**config.mk**
```make
export PLATFORM = sky130hd
export DESIGN_NAME = lcd_bus_receiver_flat
export DESIGN_NICKNAME = d
export VERILOG_FILES = /design/src/rtl/lcd_bus_if.sv /design/src/rtl/lcd_bus_receiver.sv /design/src/flat_wrapper.sv
export SDC_FILE = /design/constraint.sdc
export NUM_CORES = 1
export LEC_CHECK = 0
export BUFFER_PORTS_ARGS = -buffer_cell sky130_fd_sc_hd__buf_2
export CORE_ASPECT_RATIO = 1.4
export CORE_MARGIN = 8
export CORE_UTILIZATION = 35
export DETAILED_ROUTE_END_ITERATION = 10
export HOLD_SLACK_MARGIN = 0.03
export PLACE_DENSITY = 0.56
export RECOVER_POWER = 100
export SYNTH_ARGS = -nofsm -noshare
export SYNTH_HDL_FRONTEND = slang
export SYNTH_SLANG_ARGS = --single-unit
```
**constraint.sdc**
```tcl
create_clock -name clk_i -period 3.4 [get_ports clk_i]
set_clock_uncertainty 0.1 [all_clocks]
set_input_delay 0.17 -clock clk_i [delete_from_list [all_inputs] [get_ports clk_i]]
set_output_delay 0.17 -clock clk_i [all_outputs]
set_load 0.01 [all_outputs]
```
**src/rtl/lcd_bus_if.sv**
```systemverilog
// 8-bit HD44780-style LCD bus between the writer (master) and a responder (slave).
interface lcd_bus_if;
    logic       en;
    logic       rs;
    logic       rw;
    logic [7:0] data_in;
    logic [7:0] data_out;
    logic       data_oe;

    modport master (output en, rs, rw, data_in, input  data_out, data_oe);
    modport slave  (input  en, rs, rw, data_in, output data_out, data_oe);
endinterface

```
**src/rtl/lcd_bus_receiver.sv**
```systemverilog
// LCD bus responder: samples transactions on the falling edge of en, keeps a
// 2x16 character mirror plus cursor, and answers busy-flag and data reads.
//
// state   | meaning
// S_READY | idle, next valid transaction is executed
// S_BUSY  | executing; transactions other than busy-flag reads set overrun
module lcd_bus_receiver #(
    parameter int unsigned BUSY_CYCLES       = 2000,
    parameter int unsigned CLEAR_BUSY_CYCLES = 76000,
    parameter int unsigned MIN_EN_CYCLES     = 4
) (
    input  logic       clk_i,
    input  logic       rst_ni,
    lcd_bus_if.slave   bus,
    output logic       busy_o,
    output logic [6:0] cursor_o,
    output logic       cmd_valid_o,
    output logic [7:0] cmd_byte_o,
    output logic       char_valid_o,
    output logic [7:0] char_byte_o,
    input  logic [4:0] rd_addr_i,
    output logic [7:0] rd_char_o,
    output logic       overrun_o
);
    localparam int unsigned MAX_BUSY = (CLEAR_BUSY_CYCLES > BUSY_CYCLES) ? CLEAR_BUSY_CYCLES : BUSY_CYCLES;
    localparam int unsigned CW       = $clog2(MAX_BUSY + 1);
    localparam int unsigned HW       = $clog2(MIN_EN_CYCLES + 1);
    localparam logic [CW-1:0] BUSY_LOAD  = CW'(BUSY_CYCLES - 1);
    localparam logic [CW-1:0] CLEAR_LOAD = CW'(CLEAR_BUSY_CYCLES - 1);
    localparam logic [HW-1:0] HI_MIN     = HW'(MIN_EN_CYCLES - 1);
    localparam logic [HW-1:0] HI_SAT     = HW'(MIN_EN_CYCLES);

    typedef enum logic {S_READY, S_BUSY} state_e;
    typedef enum logic {M_DDRAM, M_CGRAM} mode_e;

    state_e          state_q, state_d;
    mode_e           mode_q, mode_d;
    logic [CW-1:0]   cnt_q, cnt_d;
    logic [6:0]      cursor_q, cursor_d;
    logic            id_q, id_d;
    logic [31:0][7:0] cells_q, cells_d;
    logic            cmd_valid_q, cmd_valid_d;
    logic [7:0]      cmd_byte_q, cmd_byte_d;
    logic            char_valid_q, char_valid_d;
    logic [7:0]      char_byte_q, char_byte_d;
    logic            overrun_q, overrun_d;

    logic [2:0]      en_sync_q, rs_sync_q, rw_sync_q;
    logic [7:0]      data_s1_q, data_s2_q, data_s3_q;
    logic [HW-1:0]   hi_cnt_q;

    logic            fall, valid_fall, bf_read, cur_vis, load;
    logic [4:0]      cur_idx;
    logic [7:0]      cur_cell;
    logic [CW-1:0]   load_val;

    // Linear walk over 0x00-0x27 and 0x40-0x67; strays snap to the adjacent row.
    function automatic logic [6:0] next_addr(input logic [6:0] a, input logic inc);
        logic [6:0] r;
        r = a;
        if (inc) begin
            if (a >= 7'h27 && a < 7'h40) r = 7'h40;
            else if (a >= 7'h67)         r = 7'h00;
            else                         r = a + 7'd1;
        end else begin
            if (a == 7'h00)                  r = 7'h67;
            else if (a >= 7'h28 && a <= 7'h40) r = 7'h27;
            else if (a > 7'h67)              r = 7'h67;
            else                             r = a - 7'd1;
        end
        return r;
    endfunction

    always_ff @(posedge clk_i or negedge rst_ni) begin
        if (!rst_ni) begin
            en_sync_q <= '0;
            rs_sync_q <= '0;
            rw_sync_q <= '0;
            data_s1_q <= '0;
            data_s2_q <= '0;
            data_s3_q <= '0;
            hi_cnt_q  <= '0;
        end else begin
            en_sync_q <= {en_sync_q[1:0], bus.en};
            rs_sync_q <= {rs_sync_q[1:0], bus.rs};
            rw_sync_q <= {rw_sync_q[1:0], bus.rw};
            data_s1_q <= bus.data_in;
            data_s2_q <= data_s1_q;
            data_s3_q <= data_s2_q;
            if (!en_sync_q[2])         hi_cnt_q <= '0;
            else if (hi_cnt_q != HI_SAT) hi_cnt_q <= hi_cnt_q + HW'(1);
        end
    end

    assign fall       = en_sync_q[2] & ~en_sync_q[1];
    assign valid_fall = fall && (hi_cnt_q >= HI_MIN);
    assign bf_read    = ~rs_sync_q[2] & rw_sync_q[2];

    // Visible cells: 0x00-0x0F -> 0..15, 0x40-0x4F -> 16..31.
    assign cur_vis  = (cursor_q[6:4] == 3'b000) || (cursor_q[6:4] == 3'b100);
    assign cur_idx  = {cursor_q[6], cursor_q[3:0]};
    assign cur_cell = cur_vis ? cells_q[cur_idx] : 8'h20;

    always_comb begin
        state_d      = state_q;
        mode_d       = mode_q;
        cnt_d        = cnt_q;
        cursor_d     = cursor_q;
        id_d         = id_q;
        cells_d      = cells_q;
        cmd_valid_d  = 1'b0;
        cmd_byte_d   = cmd_byte_q;
        char_valid_d = 1'b0;
        char_byte_d  = char_byte_q;
        overrun_d    = overrun_q;
        load         = 1'b0;
        load_val     = BUSY_LOAD;

        case (state_q)
            S_READY: ;
            S_BUSY: begin
                if (cnt_q == '0) state_d = S_READY;
                else             cnt_d   = cnt_q - CW'(1);
            end
            default: state_d = S_READY;
        endcase

        if (valid_fall && !bf_read) begin
            if (state_q == S_BUSY) begin
                overrun_d = 1'b1;
            end else begin
                case ({rs_sync_q[2], rw_sync_q[2]})
                    2'b00: begin
                        cmd_valid_d = 1'b1;
                        cmd_byte_d  = data_s3_q;
                        load        = 1'b1;
                        casez (data_s3_q)
                            8'b1???????: begin
                                cursor_d = data_s3_q[6:0];
                                mode_d   = M_DDRAM;
                            end
                            8'b01??????: mode_d = M_CGRAM;
                            8'b000001??: id_d   = data_s3_q[1];
                            8'b0000001?: begin
                                cursor_d = 7'h00;
                                mode_d   = M_DDRAM;
                                load_val = CLEAR_LOAD;
                            end
                            8'b00000001: begin
                                cells_d  = {32{8'h20}};
                                cursor_d = 7'h00;
                                id_d     = 1'b1;
                                mode_d   = M_DDRAM;
                                load_val = CLEAR_LOAD;
                            end
                            8'b00000000: load = 1'b0;
                            default: ;
                        endcase
                    end
                    2'b10: begin
                        load = 1'b1;
                        if (mode_q == M_DDRAM) begin
                            if (cur_vis) begin
                                cells_d[cur_idx] = data_s3_q;
                                char_valid_d     = 1'b1;
                                char_byte_d      = data_s3_q;
                            end
                            cursor_d = next_addr(cursor_q, id_q);
                        end
                    end
                    2'b11: begin
                        load = 1'b1;
                        if (mode_q == M_DDRAM) cursor_d = next_addr(cursor_q, id_q);
                    end
                    default: ;
                endcase
            end
        end

        if (load) begin
            state_d = S_BUSY;
            cnt_d   = load_val;
        end
    end

    always_ff @(posedge clk_i or negedge rst_ni) begin
        if (!rst_ni) begin
            state_q      <= S_READY;
            mode_q       <= M_DDRAM;
            cnt_q        <= '0;
            cursor_q     <= '0;
            id_q         <= 1'b1;
            cells_q      <= {32{8'h20}};
            cmd_valid_q  <= 1'b0;
            cmd_byte_q   <= '0;
            char_valid_q <= 1'b0;
            char_byte_q  <= '0;
            overrun_q    <= 1'b0;
        end else begin
            state_q      <= state_d;
            mode_q       <= mode_d;
            cnt_q        <= cnt_d;
            cursor_q     <= cursor_d;
            id_q         <= id_d;
            cells_q      <= cells_d;
            cmd_valid_q  <= cmd_valid_d;
            cmd_byte_q   <= cmd_byte_d;
            char_valid_q <= char_valid_d;
            char_byte_q  <= char_byte_d;
            overrun_q    <= overrun_d;
        end
    end

    assign bus.data_oe  = en_sync_q[1] & rw_sync_q[1];
    assign bus.data_out = !bus.data_oe  ? 8'h00 :
                          rs_sync_q[1]  ? cur_cell : {busy_o, cursor_q};

    assign busy_o       = (state_q == S_BUSY);
    assign cursor_o     = cursor_q;
    assign cmd_valid_o  = cmd_valid_q;
    assign cmd_byte_o   = cmd_byte_q;
    assign char_valid_o = char_valid_q;
    assign char_byte_o  = char_byte_q;
    assign rd_char_o    = cells_q[rd_addr_i];
    assign overrun_o    = overrun_q;
endmodule
```
**src/flat_wrapper.sv**
```systemverilog
// flat-port wrapper written by rule: the top's interface ports become plain ports
module lcd_bus_receiver_flat 
#(
    parameter int unsigned BUSY_CYCLES       = 2000,
    parameter int unsigned CLEAR_BUSY_CYCLES = 76000,
    parameter int unsigned MIN_EN_CYCLES     = 4
)
  (clk_i, rst_ni, busy_o, cursor_o, cmd_valid_o, cmd_byte_o, char_valid_o, char_byte_o, rd_addr_i, rd_char_o, overrun_o, bus_en, bus_rs, bus_rw, bus_data_in, bus_data_out, bus_data_oe);
  lcd_bus_if bus_i ();
  input  logic clk_i;
  input  logic rst_ni;
  output logic busy_o;
  output logic [6:0] cursor_o;
  output logic cmd_valid_o;
  output logic [7:0] cmd_byte_o;
  output logic char_valid_o;
  output logic [7:0] char_byte_o;
  input  logic [4:0] rd_addr_i;
  output logic [7:0] rd_char_o;
  output logic overrun_o;
  input wire logic [$bits(bus_i.en)-1:0] bus_en;
  input wire logic [$bits(bus_i.rs)-1:0] bus_rs;
  input wire logic [$bits(bus_i.rw)-1:0] bus_rw;
  input wire logic [$bits(bus_i.data_in)-1:0] bus_data_in;
  output wire logic [$bits(bus_i.data_out)-1:0] bus_data_out;
  output wire logic [$bits(bus_i.data_oe)-1:0] bus_data_oe;
  assign bus_i.en = bus_en;
  assign bus_i.rs = bus_rs;
  assign bus_i.rw = bus_rw;
  assign bus_i.data_in = bus_data_in;
  assign bus_data_out = bus_i.data_out;
  assign bus_data_oe = bus_i.data_oe;
  lcd_bus_receiver #(.BUSY_CYCLES(BUSY_CYCLES), .CLEAR_BUSY_CYCLES(CLEAR_BUSY_CYCLES), .MIN_EN_CYCLES(MIN_EN_CYCLES)) u_core (.clk_i(clk_i), .rst_ni(rst_ni), .bus(bus_i), .busy_o(busy_o), .cursor_o(cursor_o), .cmd_valid_o(cmd_valid_o), .cmd_byte_o(cmd_byte_o), .char_valid_o(char_valid_o), .char_byte_o(char_byte_o), .rd_addr_i(rd_addr_i), .rd_char_o(rd_char_o), .overrun_o(overrun_o));
endmodule
```
== Word level (Yosys, flattened, before mapping) ==
Cells that the tools add are included.

* Add/subtract/negate cells: 4
* $mul: 0
* Div/mod/pow operators: 0
* $lt $le $gt $ge: 10
* Eq/ne operators: 15
* Shift-type cells: 0
* Mux-type cells: 49
* Bitwise logic cells: 7
* Reduce and logical (&&, ||, !) cells: 28

{| class="wikitable"
|+ Operators with widths
! operator !! count
|-
| $mux W256 || 3
|-
| $pmux W256 S2 || 1
|-
| $bwmux W256 || 1
|-
| $mux W17 || 7
|-
| $bmux W8 S5 || 2
|-
| $mux W7 || 7
|-
| $mux W8 || 6
|-
| $demux W8 S5 || 1
|-
| $pmux W7 S2 || 2
|-
| $logic_not A17 Y1 || 1
|-
| $sub A17 B1 Y17 const B || 1
|-
| $ge A7 B6 Y1 const B || 2
|-
| $mux W1 || 14
|-
| $lt A5 B6 Y1 const B || 2
|-
| $reduce_and A5 Y1 || 2
|-
| $reduce_bool A2 Y1 || 5
|-
| $eq A8 B1 Y1 const B || 1
|-
| $logic_not A8 Y1 || 1
|-
| $reduce_and A4 Y1 || 2
|-
| $add A7 B1 Y7 const B || 1
|-
| $eq A7 B1 Y1 const B || 1
|-
| $ge A7 B7 Y1 const B || 1
|-
| $gt A7 B7 Y1 const B || 1
|-
| $le A7 B7 Y1 const B || 1
|-
| other kinds (28) || 47
|}

* Bits in registers: 338
* Latch bits: 0
* Memory bits (writable): 0
* Bits in read-only memories: 0
* Input bits: 18
* Output and inout port bits: 44
* Word-level logic and storage cells: 162
* Memories: 0

== Depth between registers and ports, before layout ==
* Depth after elaboration: 8
* Mapped depth: 12

== Worst setup path before layout ==
OpenSTA, ideal clock, no wires.

* Kind: register -> register
* Start point: reg u_core.cursor_q[0] (netlist: u_core.cursor_o[0])
* End point: reg u_core.cursor_q[3] (netlist: u_core.cursor_o[3])
* Library setup time: 101 ps
* Data arrival time: 2955 ps
* Required time: 3199 ps
* Setup slack: 244 ps
* Stages on the path, launching flop included: 13
* Path buffers: 4
* Cell sequence: dfrtp_1 > buf_2 > buf_2 > buf_2 > buf_2 > inv_1 > ha_1 > ha_1 > and3b_1 > mux2i_1 > nand4_1 > o211a_1 > o32ai_1

* Longest elaborated chain between the ends: 7

{| class="wikitable"
|+ Ends and longest elaborated chain
! what !! line !! RTL
|-
| start: declaration || lcd_bus_receiver.sv:39 || <nowiki>logic [6:0] cursor_q, cursor_d;</nowiki>
|-
| start signal: assignment || lcd_bus_receiver.sv:203 || <nowiki>cursor_q <= cursor_d;</nowiki>
|-
| $sub A7 B1 Y7, or another cell as far along || lcd_bus_receiver.sv:69 || <nowiki>else r = a - 7'd1;</nowiki>
|-
| $mux W7 or $logic_and A1 B1 Y1 (tied branches) || lcd_bus_receiver.sv:68, lcd_bus_receiver.sv:67 ||
|-
| $mux W7 || lcd_bus_receiver.sv:67 || <nowiki>else if (a >= 7'h28 && a <= 7'h40) r = 7'h27;</nowiki>
|-
| $mux W7 || lcd_bus_receiver.sv:66 || <nowiki>if (a == 7'h00) r = 7'h67;</nowiki>
|-
| $mux W7 (*) || lcd_bus_receiver.sv:61 || <nowiki>if (inc) begin</nowiki>
|-
| $mux W7 (*) || lcd_bus_receiver.sv:162 || <nowiki>if (mode_q == M_DDRAM) begin</nowiki>
|-
| $pmux W7 S2 (*) || lcd_bus_receiver.sv:132 || <nowiki>case ({rs_sync_q[2], rw_sync_q[2]})</nowiki>
|}

Mark *: on every way between the ends. The rest lies on a longest branch, timed or not. The select of a mux whose other input is x is not followed.
A chain may end at the register's enable or synchronous reset.

== Final worst setup path ==
* Start point: reg u_core.cursor_q[0] (netlist: u_core.cursor_o[0])
* End point: out bus_data_out[3]

* Longest elaborated chain between the ends: 5

{| class="wikitable"
|+ Ends and longest elaborated chain
! what !! line !! RTL
|-
| $bmux W8 S5 || lcd_bus_receiver.sv:102 || <nowiki>assign cur_cell = cur_vis ? cells_q[cur_idx] : 8'h20;</nowiki>
|-
| $mux W8 (not written as such) || lcd_bus_receiver.sv:102 ||
|-
| $mux W8 || lcd_bus_receiver.sv:102 ||
|-
| $mux W8 || lcd_bus_receiver.sv:216 || <nowiki>rs_sync_q[1] ? cur_cell : {busy_o, cursor_q};</nowiki>
|-
| $mux W8 || lcd_bus_receiver.sv:215 || <nowiki>assign bus.data_out = !bus.data_oe ? 8'h00 :</nowiki>
|-
| end: declaration || flat_wrapper.sv:25 || <nowiki>output wire logic [$bits(bus_i.data_out)-1:0] bus_data_out;</nowiki>
|}

No other way between the ends. The select of a mux whose other input is x is not followed.

==> results.sh <==
export IMPL_async_reset_ff_frac=1.000
export IMPL_cp_start_kind="register"
export IMPL_crit_start="u_core.cursor_o[0]$_DFFE_PN0P_"
export IMPL_detail_route_wl_per_cell_um=27.48
export IMPL_worstMarginPinSlew_ns=1.915
export IMPL_grt_pass1_vias=13320
export IMPL_root_buffer="clkbuf_16"
export IMPL_drc=0
export IMPL_dr_pass1_iters=5
export IMPL_routed_wl_um=58390
export IMPL_maxCapViolCount=1
export IMPL_globalRouteOverflowTotal=0
export IMPL_antenna_found_initial=1
export IMPL_die_width_um=205.6
export IMPL_numClockSinks=338
export IMPL_r2r_start="u_core.data_s3_q[4]$_DFF_PN0_"
export IMPL_cp_cell_sequence="buf_12 > buf_2 > mux4_2 > nand2_1 > nand3_2 > a32o_1 > buf_2"
export IMPL_setup_viol_count_final=0
export IMPL_insertion_delay_ns=0.55
export IMPL_dr_first_iter_drc_count=1401
export IMPL_synth_flop_cell="dfrtp_1"
export IMPL_syn_inst=1375
export IMPL_finalHoldViolCount=0
export IMPL_num_vias=13130
export IMPL_ys_seq_elements=338
export IMPL_via_per_inst=6.178
export IMPL_synth_nets=1403
export IMPL_drive_gt1_frac=0.2578
export IMPL_crit_path_end_kind="output port"
export IMPL_syn_cell_area_mm2=0.01761
export IMPL_numPortBuffers=61
export IMPL_ios=62
export IMPL_numCtsBuffers=36
export IMPL_dieArea_mm2=0.05786
export IMPL_seq_area_frac_synth=0.4826
export IMPL_core_area_mm2=0.04988
export IMPL_period_needed_ns=3.308
export IMPL_path_class="reg -> out"
export IMPL_arrival_ns=3.04
export IMPL_clk_pin_slew_ns=0.06
export IMPL_final_cell_mix="dfrtp_1 (303), mux4_2 (135), o2bb2ai_1 (111)"
export IMPL_drv_slew=71
export IMPL_crit_family="buffers and inverters"
export IMPL_slowest_delay_ns=0.58
export IMPL_antenna_left=0
export IMPL_cts_tree="built"
export IMPL_p_per_area_mw_per_mm2=627.6
export IMPL_setup_tns_ns=0
export IMPL_slowest_stage="dfrtp_4"
export IMPL_globalplace_congestion=0.8901
export IMPL_fmax_ghz=0.3023
export IMPL_violations="capacitance limit, slew limit"
export IMPL_leakagePower_nw=8.333
export IMPL_yosysUniqueCellTypes=82
export IMPL_n_antenna_cell=0
export IMPL_die_h_um=281.4
export IMPL_yosysWarnings=0
export IMPL_hold_class="in -> reg"
export IMPL_h_tree_depth=2
export IMPL_num_nets_final=1482
export IMPL_place_detailed_hpwl_um=41760
export IMPL_fill_cells=4670
export IMPL_rsz0062_at_grt="false"
export IMPL_final_common_cell="dfrtp_1"
export IMPL_holdWs_ns=0.1690
export IMPL_grt_start_max_net_pins=103
export IMPL_track_usage=0.2021
export IMPL_cp_buffers_inverters=3
export IMPL_peakVddDrop_mv=0.4278
export IMPL_clockBufferDepth=3
export IMPL_min_delay_start="bus_rs"
export IMPL_avgSynthCellArea_um2=12.81
export IMPL_synthToLayoutAreaGrowth_pct=14.23
export IMPL_status="finished, violations left"
export IMPL_path_common_cell="buf_2"
export IMPL_synth_edf_count=0
export IMPL_rows=97
export IMPL_path_max_fanout=15
export IMPL_crit_required_ns=3.13
export IMPL_initial_core_util=0.3531
export IMPL_final_period_utilization=0.9729
export IMPL_grt_pass1_wl_um=88810
export IMPL_relSlewSlack=-0.2768
cells in the mapped netlist, drive strengths merged, types with 19 or more instances:
cell type / number / share of area
mux4: 135 / 0.17
dfstp: 33 / 0.049
buf: 35 / 0.011
clkbuf: 73 / 0.016
mux2: 28 / 0.018
dfrtp: 305 / 0.43
nand3: 27 / 0.0077
o21ai: 35 / 0.013
a21oi: 19 / 0.0054
o2bb2ai: 111 / 0.055
a22oi: 30 / 0.013
a22o: 103 / 0.051
nor2: 49 / 0.016
mux2i: 21 / 0.012
nand2: 116 / 0.026
inv: 49 / 0.010
per-layer routing:
layer,GRT usage,wire length (um),vias up
met3,0.03265,3258,135
met5,0,13,-
met4,0.1065,3232,2
li1,-,-,5583
met1,0.2521,22980,6877
met2,0.3340,28910,532
path summary, 6_finish.rpt:
check                                                   to  slack [ns]  cells past startpoint
setup / recovery                           bus_data_out[3]        0.09                      7
min in group asynchronous  u_core.cells_q[195]$_DFFE_PN0P_        0.59                      2
hold / removal               u_core.rs_sync_q[0]$_DFF_PN0_        0.17                      2
hold reg to reg              u_core.en_sync_q[1]$_DFF_PN0_        0.24                      0
max in group asynchronous    u_core.data_s3_q[3]$_DFF_PN0_        0.68                      3
setup reg to reg           u_core.cells_q[121]$_DFFE_PN0P_        0.22                      6
cell type report:
type | count | area (um^2) | share of cell area
Multi-Input combinational cell | 879 | 8411 | 0.4180
Tap cell | 643 | 804.5 | 0.03999
Inverter | 50 | 187.7 | 0.009328
Sequential cell | 338 | 8504 | 0.4227
Clock inverter | 14 | 111.4 | 0.005535
Timing Repair Buffer | 149 | 1069 | 0.05311
Clock buffer | 52 | 1032 | 0.05131
worst register-to-register path, cell delays in order (launching register included):
cell and delay (ns):
dfrtp_1 0.46, or4_1 0.61, or3_4 0.39, o32ai_1 0.46, buf_12 0.32, o21ai_0 0.39, a22o_1 0.34
sequential cells by signal (all words and copies together), names as in the netlist:
signal and cells:
u_core.cmd_byte_o 8, u_core.cmd_valid_o 1, u_core.overrun_o 1, u_core.char_valid_o 1, u_core.data_s2_q 8, u_core.mode_q 1, u_core.char_byte_o 8, u_core.en_sync_q 3
u_core.rs_sync_q 3, u_core.cnt_q 17, u_core.hi_cnt_q 3, u_core.cursor_o 7, u_core.data_s3_q 8, u_core.data_s1_q 8, u_core.rw_sync_q 3, u_core.cells_q 256
u_core.busy_o 1, u_core.id_q 1
power breakdown:
part           internal [mW]  switching, mW  leakage (nW)
combinational           1.50           2.24          3.30
clock                   2.20           1.71         0.563
sequential              4.55          0.425          4.47
total                   8.26           4.37          8.33
timing repair:
action	4_1_cts	5_1_grt
setup buffers	0	5
cloned	0	0
endpoints found under the setup margin	1	3
hold buffers	12	0
gates resized for setup	1	2
hold endpoints to repair	90	0
per-stage QoR:
stage	cells	worst slack (ns)	cell area, um^2	power [mW]	utilization
after global routing	2125	0.01931	20120	13.17	0.4033
after CTS	2120	0.03658	20230	12.71	0.4056
final	2125	0.09218	20120	12.63	0.4033
after floorplan	1375	0.2443	17610	7.221	-
after detailed placement	2042	0.5034	18960	8.760	0.3802
after global placement	2042	0.5728	18960	8.719	0.3802
logic make-up (layout without fill, tap and decap cells):
group | after synthesis | count (layout) | synth area share
compound gates | 399 | 399 | 0.1846
flops | 338 | 338 | 0.4826
simple gates | 277 | 277 | 0.08191
mux | 184 | 184 | 0.2025
buf+inv | 158 | 265 | 0.03687
fa+ha+maj | 10 | 10 | 0.007104
xor+xnor | 9 | 9 | 0.004476
Note: power is estimated with default switching activity, not from simulation.
